`src/rtl/aes_host_pkg.sv`:
```
// Shared definitions for the AES host register front end:
// register map addresses, key length codes and FSM states.
package aes_host_pkg;

    localparam logic [6:0] ADDR_DIN    = 7'h00;
    localparam logic [6:0] ADDR_RES    = 7'h10;
    localparam logic [6:0] ADDR_KEY    = 7'h20;
    localparam logic [6:0] ADDR_CTRL   = 7'h40;
    localparam logic [6:0] ADDR_CFG    = 7'h41;
    localparam logic [6:0] ADDR_STATUS = 7'h42;
    localparam logic [6:0] ADDR_CYCLES = 7'h43;

    localparam logic [1:0] KEYLEN_128 = 2'b00;
    localparam logic [1:0] KEYLEN_192 = 2'b01;
    localparam logic [1:0] KEYLEN_256 = 2'b10;

    typedef enum logic [1:0] {
        ST_IDLE,
        ST_LAUNCH,
        ST_RUN,
        ST_DONE
    } state_t;

endpackage

```
`src/rtl/aes_byte_regfile.sv`:
```
// 64-byte store: data-in (0x00-0x0F), result (0x10-0x1F), key (0x20-0x3F).
// Ports: CLK/RST, host write (we/addr/wdata) gated by freeze, result load
// (res_we/res_in), combinational read (rdata), flattened din/key buses.
module aes_byte_regfile
    import aes_host_pkg::*;
(
    input  logic         CLK,
    input  logic         RST,
    input  logic         we,
    input  logic         freeze,
    input  logic [6:0]   addr,
    input  logic [7:0]   wdata,
    input  logic         res_we,
    input  logic [127:0] res_in,
    output logic [7:0]   rdata,
    output logic [127:0] din_bus,
    output logic [255:0] key_bus
);

    logic [7:0] mem [64];
    logic       host_wr;

    // Result bytes are never host-writable; addr[5:0] indexes mem directly.
    assign host_wr = we && !freeze && !addr[6]
                     && (addr[5:4] != ADDR_RES[5:4]);

    always_ff @(posedge CLK) begin
        if (RST) begin
            for (int i = 0; i < 64; i++) mem[i] <= '0;
        end else begin
            if (host_wr) mem[addr[5:0]] <= wdata;
            if (res_we) begin
                for (int k = 0; k < 16; k++)
                    mem[16 + k] <= res_in[8*k +: 8];
            end
        end
    end

    assign rdata = addr[6] ? 8'h00 : mem[addr[5:0]];

    always_comb begin
        din_bus = '0;
        key_bus = '0;
        for (int k = 0; k < 16; k++) din_bus[8*k +: 8] = mem[k];
        for (int k = 0; k < 32; k++) key_bus[8*k +: 8] = mem[32 + k];
    end

endmodule

```
`src/rtl/aes_host_regif.sv`:
```
// Host byte register interface for the AES core: decodes writes, launches
// the datapath on a START rising edge, captures the result and serves DOUT.
// Ports: CLK/RST, host DIN/ADDR/WR/START/OK/DOUT, core_* datapath handshake.
module aes_host_regif
    import aes_host_pkg::*;
#(
    parameter int CYC_W = 8
) (
    input  logic         CLK,
    input  logic         RST,
    input  logic [7:0]   DIN,
    input  logic [6:0]   ADDR,
    input  logic         WR,
    input  logic         START,
    output logic         OK,
    output logic [7:0]   DOUT,
    output logic         core_start,
    output logic         core_mode,
    output logic [1:0]   core_keylen,
    output logic [255:0] core_key,
    output logic [127:0] core_din,
    input  logic         core_done,
    input  logic [127:0] core_dout
);

    state_t     state_q, state_d;
    logic       start_q, start_rise, launch_go;
    logic       busy, in_run, res_we;
    logic       ok_q, err_q, mode_q;
    logic [7:0] cfg_q, dout_q, rf_rdata, rd_data;
    logic [CYC_W-1:0] cnt_q, cyc_q;
    logic       is_ctrl, is_cfg, is_status, is_cycles, is_rw;

    assign start_rise = START & ~start_q;

    // State register
    always_ff @(posedge CLK) begin
        if (RST) state_q <= ST_IDLE;
        else     state_q <= state_d;
    end

    // Next-state logic
    always_comb begin
        state_d = state_q;
        unique case (state_q)
            ST_IDLE, ST_DONE: if (start_rise) state_d = ST_LAUNCH;
            ST_LAUNCH:        state_d = ST_RUN;
            ST_RUN:           if (core_done) state_d = ST_DONE;
            default:          state_d = ST_IDLE;
        endcase
    end

    // FSM outputs
    always_comb begin
        busy       = 1'b0;
        core_start = 1'b0;
        in_run     = 1'b0;
        unique case (state_q)
            ST_LAUNCH: begin busy = 1'b1; core_start = 1'b1; end
            ST_RUN:    begin busy = 1'b1; in_run = 1'b1; end
            default:   ;
        endcase
    end

    assign launch_go = start_rise && !busy;
    assign res_we    = in_run && core_done;

    assign is_ctrl   = (ADDR == ADDR_CTRL);
    assign is_cfg    = (ADDR == ADDR_CFG);
    assign is_status = (ADDR == ADDR_STATUS);
    assign is_cycles = (ADDR == ADDR_CYCLES);
    // Host-writable bytes: data-in, key, CTRL, CFG
    assign is_rw = (ADDR[6:4] == 3'b000) || (ADDR[6:5] == 2'b01)
                   || is_ctrl || is_cfg;

    always_ff @(posedge CLK) begin
        if (RST) begin
            start_q <= 1'b0;
            ok_q    <= 1'b0;
            err_q   <= 1'b0;
            mode_q  <= 1'b0;
            cfg_q   <= '0;
            cnt_q   <= '0;
            cyc_q   <= '0;
            dout_q  <= '0;
        end else begin
            start_q <= START;

            if (launch_go)   ok_q <= 1'b0;
            else if (res_we) ok_q <= 1'b1;

            if (WR && busy && is_rw)     err_q <= 1'b1;
            else if (!WR && is_status)   err_q <= 1'b0;

            if (WR && !busy && is_ctrl) mode_q <= DIN[0];
            if (WR && !busy && is_cfg)  cfg_q  <= DIN;

            // Counts completed RUN cycles; saturates at all-ones
            if (core_start)
                cnt_q <= '0;
            else if (in_run && cnt_q != {CYC_W{1'b1}})
                cnt_q <= cnt_q + 1'b1;

            if (res_we) cyc_q <= cnt_q;

            if (!WR) dout_q <= rd_data;
        end
    end

    always_comb begin
        rd_data = rf_rdata;
        unique case (1'b1)
            is_ctrl:   rd_data = {7'b0, mode_q};
            is_cfg:    rd_data = cfg_q;
            is_status: rd_data = {4'b0, err_q, 1'b0, ok_q, busy};
            is_cycles: rd_data = 8'(cyc_q);
            default:   rd_data = rf_rdata;
        endcase
    end

    aes_byte_regfile u_regfile (
        .CLK     (CLK),
        .RST     (RST),
        .we      (WR),
        .freeze  (busy),
        .addr    (ADDR),
        .wdata   (DIN),
        .res_we  (res_we),
        .res_in  (core_dout),
        .rdata   (rf_rdata),
        .din_bus (core_din),
        .key_bus (core_key)
    );

    assign OK          = ok_q;
    assign DOUT        = dout_q;
    assign core_mode   = mode_q;
    assign core_keylen = cfg_q[1:0];

endmodule

```
`config.mk`:
```
export PLATFORM = sky130hd
export DESIGN_NAME = aes_host_regif
export DESIGN_NICKNAME = d
export VERILOG_FILES = /design/src/rtl/aes_host_pkg.sv /design/src/rtl/aes_byte_regfile.sv /design/src/rtl/aes_host_regif.sv
export SDC_FILE = /design/constraint.sdc
export NUM_CORES = 1
export LEC_CHECK = 0
export CAP_MARGIN = 20
export CORE_MARGIN = 2
export CORE_UTILIZATION = 56
export CTS_CLUSTER_DIAMETER = 200
export DETAILED_ROUTE_END_ITERATION = 6
export GPL_TIMING_DRIVEN = 0
export PLACE_DENSITY = 0.87
export SYNTH_ARGS = -nofsm -noshare
export SYNTH_HDL_FRONTEND = slang
export SYNTH_SLANG_ARGS = --single-unit
export TNS_END_PERCENT = 5
```
`constraint.sdc`:
```
create_clock -name CLK -period 3.7 [get_ports CLK]
set_clock_uncertainty 0.15 [all_clocks]
set_input_delay 0.925 -clock CLK [delete_from_list [all_inputs] [get_ports CLK]]
set_output_delay 0.925 -clock CLK [all_outputs]
set_load 0.01 [all_outputs]
```
==> impl_summary.txt, run 1 <==
----------------------------------------------------
[Run status]
  Outcome ... finished, violations left
  Violations in the final reports ... negative setup slack

[Floorplanning]
  Placeable core region ... 45400 sq um
  Initial standard-cell utilization of the core ... 56.8%
  Area of the die ... 47800 sq um
  Die outline height ... 219 um
  Floorplan die width ... roughly 220 um
  Number of placed I/O pins ... about 550
  Core Rows ... 78

[Final layout]
  Net total in the final layout ... around 2700
  Layout overhead on the synthesized area ... 30.9%
  Post-Layout Inst Area ... around 34000 sq um
  Proportion of layout cells with a drive suffix above 1 ... approximately a tenth

[Clock network]
  Count of hold buffers inserted by post-cts repair ... 0
  CTS clk-pin slew, worst paths ... about 0.060 ns
  Number of post-CTS setup repair buffers ... 0
  TritonCTS clock tree ... built
  Longest Clk Path Bufs ... 3
  Clock root cell ... sky130_fd_sc_hd__clkbuf_16
  Number of H-tree levels ... 2
  Clock insertion delay at the later pin of the skew report ... 0.63 ns
  Total clock sinks ... 550
  Number of buffers inserted during clock tree synthesis ... 54

[Worst hold path]
  Min-Delay Endpoint ... cyc_q[1]
  Worst hold-check path type ... reg -> reg
  Hold Path Stages ... 2
  Hold Startpoint ... cyc_q[1]

[Global routing]
  First-pass GRT wire length ... 147000 um
  Number of antenna violations at the first check in global routing ... 6
  Total global routing track utilization ... 44.7%
  Sum of overflow across all layers after global routing ... 0
  Vias in the first global route ... approximately 21000
  Largest net degree at the start of global routing ... 16

[Setup path]
  Crit path from ... ADDR[4]
  Worst r2r src ... state_q[0]
  Register-to-Register Path Depth ... 7
  Req. time, crit path ... just under 4 ns
  Endpoint of the worst-slack reg-to-reg timing path ... u_regfile.mem[55][6]
  Kind of end point of the critical path ... flip-flop
  R2r setup slk ... -0.04 ns
  Max Fanout on Critical Path ... 9
  Crit Path Class ... in -> reg
  Worst Path Arrival ... 4.01 ns
  Crit path launch type ... input port

[Placement]
  Total of buffers placed on input and output ports ... roughly 530
  Detailed placement HPWL ... 82100 um
  Final weighted congestion in routability-driven placement ... 1.02
  Placement-stage cell area ... about 32000 sq um

[STA]
  Final count of pins violating max slew ... 0
  Transition time of the tightest slew-check pin ... 1.14 ns
  Share of the clock period used by the worst path after layout ... 104%
  Number of endpoints with negative hold slack in the final report ... 0
  Endpoints failing setup ... 125
  Max transition margin ... 23.9%
  Slack of the critical path ... -0.151 ns
  Clock period minus final worst setup slack ... about 3.9 ns
  Fmax ... 260 MHz
  Final Hold Slack ... 0.311 ns
  Unrepaired setup endpoints after global routing ... yes

[Yosys]
  Sequential cell area fraction in the yosys report ... roughly 63%
  Flip-flop cell with the highest count after synthesis ... sky130_fd_sc_hd__edfxtp_1
  Count of unique library cells instantiated by Yosys ... 60
  Average cell area after synthesis ... 12.9 sq um
  Synthesis-stage register bit count ... 550
  Post-synth design cell area ... 25800 sq um
  Proportion of register bits with asynchronous set or reset after synthesis ... 0%
  Post-synthesis net count ... 2148
  Number of synthesized flops with an enable pin ... 512
  Count of synthesis-stage warnings from yosys ... 0
  Cells after synthesis ... 1996

[Routing]
  Routed vias/inst ... 6.65
  Remaining DRCs ... 0
  Antenna Nets Post-Route ... 0
  Detailed-route via count ... between 20000 and 25000
  Drt first-iter violations ... 3242
  Initial DRT Pass Iterations ... 6
  Average detailed-routed wire length per instance ... 33.6 um
  Total wire length ... 108000 um

[Pwr]
  Power density over the cells ... ~450 nW/um^2
  VDD IR max ... about 0.4 mV
  Static leakage ... 12.5 nW

[Flow run]
  Max Cap Violations ... 0

----------------------------------------------------
[cell families after synthesis]
group | share of synthesized area (%)
simple gates | 18.7
flops | 62.6
compound gates | 8.04
buf+inv | 3.15
mux | 7.08
xor+xnor | 0.238
fa+ha+maj | 0.194
[synthesized netlist by cell type (5+ instances only)]
cell type                  count  share of area (%)
sky130_fd_sc_hd__a22oi_1      15               0.44
sky130_fd_sc_hd__or2_2        52                1.3
sky130_fd_sc_hd__a21oi_1      48               0.93
sky130_fd_sc_hd__buf_4        22               0.64
sky130_fd_sc_hd__inv_1         7               0.10
sky130_fd_sc_hd__nor3_1        6               0.12
sky130_fd_sc_hd__nand2_1      46               0.67
sky130_fd_sc_hd__nor4_1        5               0.12
sky130_fd_sc_hd__xor2_1        5               0.17
sky130_fd_sc_hd__nand3_1      21               0.41
sky130_fd_sc_hd__a221oi_1     55                1.9
sky130_fd_sc_hd__buf_6         9               0.39
sky130_fd_sc_hd__a22o_1       16               0.54
sky130_fd_sc_hd__o22ai_1      57                1.4
sky130_fd_sc_hd__a32o_1        8               0.31
sky130_fd_sc_hd__mux2i_1     125                4.9
sky130_fd_sc_hd__o31ai_1       8               0.23
sky130_fd_sc_hd__edfxtp_1    512                 60
sky130_fd_sc_hd__buf_2        35               0.68
sky130_fd_sc_hd__or3b_1        8               0.27
sky130_fd_sc_hd__nand2b_1     19               0.46
sky130_fd_sc_hd__clkbuf_1     86                1.3
sky130_fd_sc_hd__a221o_1      17               0.66
sky130_fd_sc_hd__and2_1      517                 13
sky130_fd_sc_hd__o21ai_0      34               0.66
sky130_fd_sc_hd__nor2b_1      13               0.32
sky130_fd_sc_hd__dfxtp_1      38                3.0
sky130_fd_sc_hd__a31oi_1       5               0.12
sky130_fd_sc_hd__mux2_2       23                1.0
sky130_fd_sc_hd__nor2_1      102                1.5
sky130_fd_sc_hd__mux4_2       14                1.2
[area by class of cell]
cell class              instances  area [sq um]
diodes                          2          5.00
plain buffers                 156           779
clock buffers                  65          1460
clock inverters                35           380
fillers                      2998         11600
inverters                       9          33.8
multi-input cells            1281          8890
flip-flops and latches        550         16100
well taps                     600           751
repair buffers                532          5330
[critical path: stages]
cell                              delay (ns)
sky130_fd_sc_hd__clkdlybuf4s50_1        0.69
sky130_fd_sc_hd__nor2b_1                0.32
sky130_fd_sc_hd__nor4_4                 0.32
sky130_fd_sc_hd__nand3_1                0.62
sky130_fd_sc_hd__nor2_1                 0.74
sky130_fd_sc_hd__or2_2                  0.38
[stage by stage]
stage / TNS, ns / setup WS [ns] / utilization (%) / power (mW) / std cells
floorplan: 0 / 0.868 / - / 8.40 / 1996
global placement: -269.67 / -0.772 / 70.2 / 9.49 / 3128
detailed placement: -307.54 / -0.815 / 70.2 / 9.55 / 3128
CTS: -2.32 / -0.0764 / 74.3 / 15.2 / 3228
global route: -3.91 / -0.100 / 74.4 / 15.5 / 3229
finish: -8.05 / -0.151 / 74.4 / 15.4 / 3230
[timing repair]
item | 4_1_cts | 5_1_grt
cloned | 0 | 0
gates resized for setup | 10 | 11
setup endpoints to repair | 111 | 324
[power breakdown]
| part | switching, mW | total (mW) | leakage [nW] | internal (mW) |
|---|---|---|---|---|
| logic | 1.26 | 2.06 | 5.99 | 0.799 |
| registers | 0.260 | 7.47 | 5.61 | 7.21 |
| clock network | 2.47 | 5.83 | 0.888 | 3.36 |
[layout by cell type, fill, tap and decap left out, types with 6 or more instances in the layout]
cell type,count
sky130_fd_sc_hd__nor2b_1,13
sky130_fd_sc_hd__o31ai_1,8
sky130_fd_sc_hd__clkbuf_16,57
sky130_fd_sc_hd__nor2_1,83
sky130_fd_sc_hd__a221oi_1,55
sky130_fd_sc_hd__edfxtp_1,512
sky130_fd_sc_hd__nand2_1,46
sky130_fd_sc_hd__clkinv_1,16
sky130_fd_sc_hd__inv_1,7
sky130_fd_sc_hd__clkinv_2,6
sky130_fd_sc_hd__a21oi_1,48
sky130_fd_sc_hd__nor2_2,19
sky130_fd_sc_hd__clkdlybuf4s50_1,532
sky130_fd_sc_hd__buf_4,22
sky130_fd_sc_hd__a22o_1,16
sky130_fd_sc_hd__a22oi_1,15
sky130_fd_sc_hd__buf_6,9
sky130_fd_sc_hd__nand3_1,21
sky130_fd_sc_hd__or2_2,52
sky130_fd_sc_hd__a32o_1,8
sky130_fd_sc_hd__o22ai_1,57
sky130_fd_sc_hd__mux4_2,14
sky130_fd_sc_hd__and2_1,517
sky130_fd_sc_hd__clkbuf_1,94
sky130_fd_sc_hd__o21ai_0,34
sky130_fd_sc_hd__nand2b_1,19
sky130_fd_sc_hd__nor3_1,6
sky130_fd_sc_hd__mux2_2,23
sky130_fd_sc_hd__buf_2,35
sky130_fd_sc_hd__or3b_1,8
sky130_fd_sc_hd__dfxtp_1,38
sky130_fd_sc_hd__bufinv_16,8
sky130_fd_sc_hd__mux2i_1,125
sky130_fd_sc_hd__a221o_1,17
[layer usage]
metal | part of all wire [%] | GRT usage, %
met5 | 0.11 | 0
met4 | 7.9 | 29.1
met3 | 15 | 13.9
met2 | 44 | 68.1
met1 | 33 | 55.2
[state kept, by name, indices dropped and copies added, names as in the netlist]
signal and flops:
u_regfile.mem 512, DOUT 8, cfg_q 8, cnt_q 8, cyc_q 8, state_q 2, OK 1, core_mode 1
err_q 1, start_q 1
[worst max path at each step]
stage / end / slack [ns]
finish: u_regfile.mem[55][6] / -0.15
detailed placement: u_regfile.mem[43][1] / -0.81
floorplan: u_regfile.mem[44][0] / 0.87
global route: u_regfile.mem[38][4] / -0.10
CTS: u_regfile.mem[55][1] / -0.08
global placement: u_regfile.mem[43][1] / -0.77
No activity file was read; power rests on OpenSTA's default activity.
==> inputs of run 2 (changes only) <==
--- a/config.mk
+++ b/config.mk
@@ -7,11 +7,13 @@
 export LEC_CHECK = 0
 export CAP_MARGIN = 20
 export CORE_MARGIN = 2
-export CORE_UTILIZATION = 56
+export CORE_UTILIZATION = 57
+export CTS_BUF_LIST = sky130_fd_sc_hd__clkbuf_8
 export CTS_CLUSTER_DIAMETER = 200
+export CTS_CLUSTER_SIZE = 25
 export DETAILED_ROUTE_END_ITERATION = 6
 export GPL_TIMING_DRIVEN = 0
-export PLACE_DENSITY = 0.87
+export PLACE_DENSITY = 0.88
 export SYNTH_ARGS = -nofsm -noshare
 export SYNTH_HDL_FRONTEND = slang
 export SYNTH_SLANG_ARGS = --single-unit
==> run 2 against run 1 <==
Flip-flop and latch count did not move. Die area fell by 1.7%. Register-to-register slack improved by 0.05 ns. Non-clock buffer count rose by 2. The run now ends clean. Largest power group unchanged. Critical path depth rose by 1. Combinational power barely moved. Worst setup slack improved by 0.16 ns. Routed wire length fell by 3.2%. Utilization fell by 1.5 points. Largest cell class unchanged. Total power fell by 22%. Sequential power barely moved. Via count fell by 1.3%.
==> impl_summary.txt, run 2 (synthesized netlist as in run 1, its figures left out) <==
----------------------------------------------------
[Run status]
  Outcome ... complete, no violations (was finished, violations left)

[Placement]
  Worst slack at placement ... -0.728 ns (was -0.815 ns)
  Final weighted congestion in routability-driven placement ... 1.04 (was 1.02)
  Total of buffers placed on input and output ports ... 532 (unchanged)
  Detailed placement HPWL ... 80700 um (was 82100 um)

[Final layout]
  Net total in the final layout ... 2709 (was 2736)
  Most common library cell in the layout ignoring fill and taps ... sky130_fd_sc_hd__clkdlybuf4s50_1 (unchanged)
  Most used cells in the layout excluding fill and tap cells ... sky130_fd_sc_hd__clkdlybuf4s50_1 (532), sky130_fd_sc_hd__and2_1 (517), sky130_fd_sc_hd__edfxtp_1 (512) (unchanged)
  Layout overhead on the synthesized area ... 25.5% (was 30.9%)
  Area used by sequential logic in the layout ... 16100 sq um (unchanged)
  Proportion of layout cells with a drive suffix above 1 ... 8.31% (was 10.0%)
  Filler cells ... 3011 (was 2998)
  Multi-input gate area in the final layout ... 8900 sq um (was 8890 sq um)
  Max FFs per register ... 512 (unchanged)
  Biggest register ... u_regfile.mem (unchanged)

[Floorplanning]
  Placeable core region ... 44400 sq um (was 45400 sq um)
  Number of placed I/O pins ... 545 (unchanged)
  Core Rows ... 77 (was 78)
  Floorplan die width ... 217 um (was 219 um)
  Initial standard-cell utilization of the core ... 58.0% (was 56.8%)
  Die outline height ... 217 um (was 219 um)
  Area of the die ... 47000 sq um (was 47800 sq um)

[Clock network]
  Total clock sinks ... 550 (unchanged)
  Number of post-CTS setup repair buffers ... 0 (unchanged)
  Number of H-tree levels ... 1 (was 2)
  Count of hold buffers inserted by post-cts repair ... 0 (unchanged)
  Number of buffers inserted during clock tree synthesis ... 25 (was 54)
  Number of cells upsized or downsized after cts ... 3 (was 10)
  TritonCTS clock tree ... built (unchanged)
  CTS clk-pin slew, worst paths ... 0.16 ns (was 0.06 ns)
  Clock root cell ... sky130_fd_sc_hd__clkbuf_8 (was sky130_fd_sc_hd__clkbuf_16)
  Clock insertion delay at the later pin of the skew report ... 0.71 ns (was 0.63 ns)
  Longest Clk Path Bufs ... 3 (unchanged)

[Routing]
  Drt first-iter violations ... 3517 (was 3242)
  Antenna Nets Post-Route ... 0 (unchanged)
  Routed vias/inst ... 6.68 (was 6.65)
  Average detailed-routed wire length per instance ... 33.1 um (was 33.6 um)
  Detailed-route via count ... 21200 (was 21500)
  Remaining DRCs ... 0 (unchanged)
  Total wire length ... 105000 um (was 108000 um)
  Initial DRT Pass Iterations ... 7 (was 6)

[STA]
  Fmax ... 271 MHz (was 260 MHz)
  Share of the clock period used by the worst path after layout ... 99.8% (was 104%)
  Transition time of the tightest slew-check pin ... 1.08 ns (was 1.14 ns)
  Max transition margin ... 27.8% (was 23.9%)
  Endpoints failing setup ... 0 (was 125)
  Unrepaired setup endpoints after global routing ... yes (unchanged)
  Number of endpoints with negative hold slack in the final report ... 0 (unchanged)
  Final count of pins violating max slew ... 0 (unchanged)
  Clock period minus final worst setup slack ... 3.69 ns (was 3.85 ns)
  Slack of the critical path ... 0.00888 ns (was -0.151 ns)

[Setup path]
  Crit Path Class ... reg -> reg (was in -> reg)
  Kind of end point of the critical path ... flip-flop (unchanged)
  Crit path from ... state_q[0] (was ADDR[4])
  Max Fanout on Critical Path ... 9 (unchanged)
  Worst Path Arrival ... 3.91 ns (was 4.01 ns)
  Worst r2r src ... state_q[0] (unchanged)
  Crit path launch type ... flip-flop (was input port)
  Req. time, crit path ... 3.92 ns (was 3.85 ns)

[Pwr]
  Power density over the cells ... 371 nW/um^2 (was 455 nW/um^2)
  Static leakage ... 11.9 nW (was 12.5 nW)
  VDD IR max ... 0.280 mV (was 0.398 mV)
  Post-layout total power ... 12.0 mW (was 15.4 mW)

[Global routing]
  Largest net degree at the start of global routing ... 27 (was 16)
  Vias in the first global route ... 20200 (was 20600)
  Sum of overflow across all layers after global routing ... 0 (unchanged)
  Total global routing track utilization ... 43.6% (was 44.7%)
  Number of antenna violations at the first check in global routing ... 10 (was 6)
  First-pass GRT wire length ... 143000 um (was 147000 um)

[Worst hold path]
  Hold Startpoint ... cnt_q[1] (was cyc_q[1])
  Worst hold-check path type ... reg -> reg (unchanged)

[Flow run]
  Max Cap Violations ... 0 (unchanged)

----------------------------------------------------
[run 2: cell types whose count changed in the layout (fill, tap and decap cells not counted), sizes merged]
cell | before | now
clkbuf | 151 | 112
clkinv | 25 | 2
inv | 8 | 27
bufinv | 8 | 0
clkinvlp | 3 | 1
buf | 70 | 71
diode | 2 | 3
[run 2: metrics by stage]
step	std cells	hold WS [ns]	util, %	setup TNS [ns]	area [sq um]
after floorplan	1996	0.283	-	0	25800
final	3171	0.314	72.9	0	32400
after detailed placement	3120	0.304	71.7	-222.03	31800
after global routing	3169	0.344	72.9	-0.528	32400
after CTS	3166	0.319	72.7	-1.12	32300
after global placement	3120	0.303	71.7	-248.12	31800
[run 2: report_power, final]
group | switching (mW) | total, mW | internal [mW]
clock | 1.87 | 2.51 | 0.644
combinational | 1.25 | 2.05 | 0.800
sequential | 0.253 | 7.45 | 7.20
[run 2: layout make-up]
type	instances	share of cell area [%]
Sequential cell	550	49.9
Antenna cell	3	0.0232
Inverter	9	0.104
Tap cell	592	2.29
Clock inverter	21	0.255
Multi-Input combinational cell	1281	27.5
Buffer	156	2.41
Timing Repair Buffer	534	16.5
Clock buffer	25	1.06
[run 2: critical path: stages, from the launching register on]
cell                      delay, ns
sky130_fd_sc_hd__dfxtp_1       0.41
sky130_fd_sc_hd__inv_1         0.06
sky130_fd_sc_hd__ha_1          0.45
sky130_fd_sc_hd__nand2_1       0.25
sky130_fd_sc_hd__nor4_4        0.46
sky130_fd_sc_hd__nand3_1       0.64
sky130_fd_sc_hd__nor2_1        0.62
sky130_fd_sc_hd__or2_2         0.34
[run 2: path summary, 6_finish.rpt]
check	endpoint	slack, ns	cells after the start
setup reg to reg	u_regfile.mem[47][2]	0.009	7
hold reg to reg	cyc_q[1]	0.31	2
hold / removal	cyc_q[1]	0.31	2
setup / recovery	u_regfile.mem[47][2]	0.009	7
[run 2: metal layers]
layer / track usage [%] / routed length (um) / vias to the layer above
li1: - / - / 8383
met1: 54.0 / 34100 / 10100
met2: 67.5 / 46700 / 2205
met3: 13.3 / 16200 / 456
met4: 26.8 / 7920 / 10
met5: 0 / 62 / -
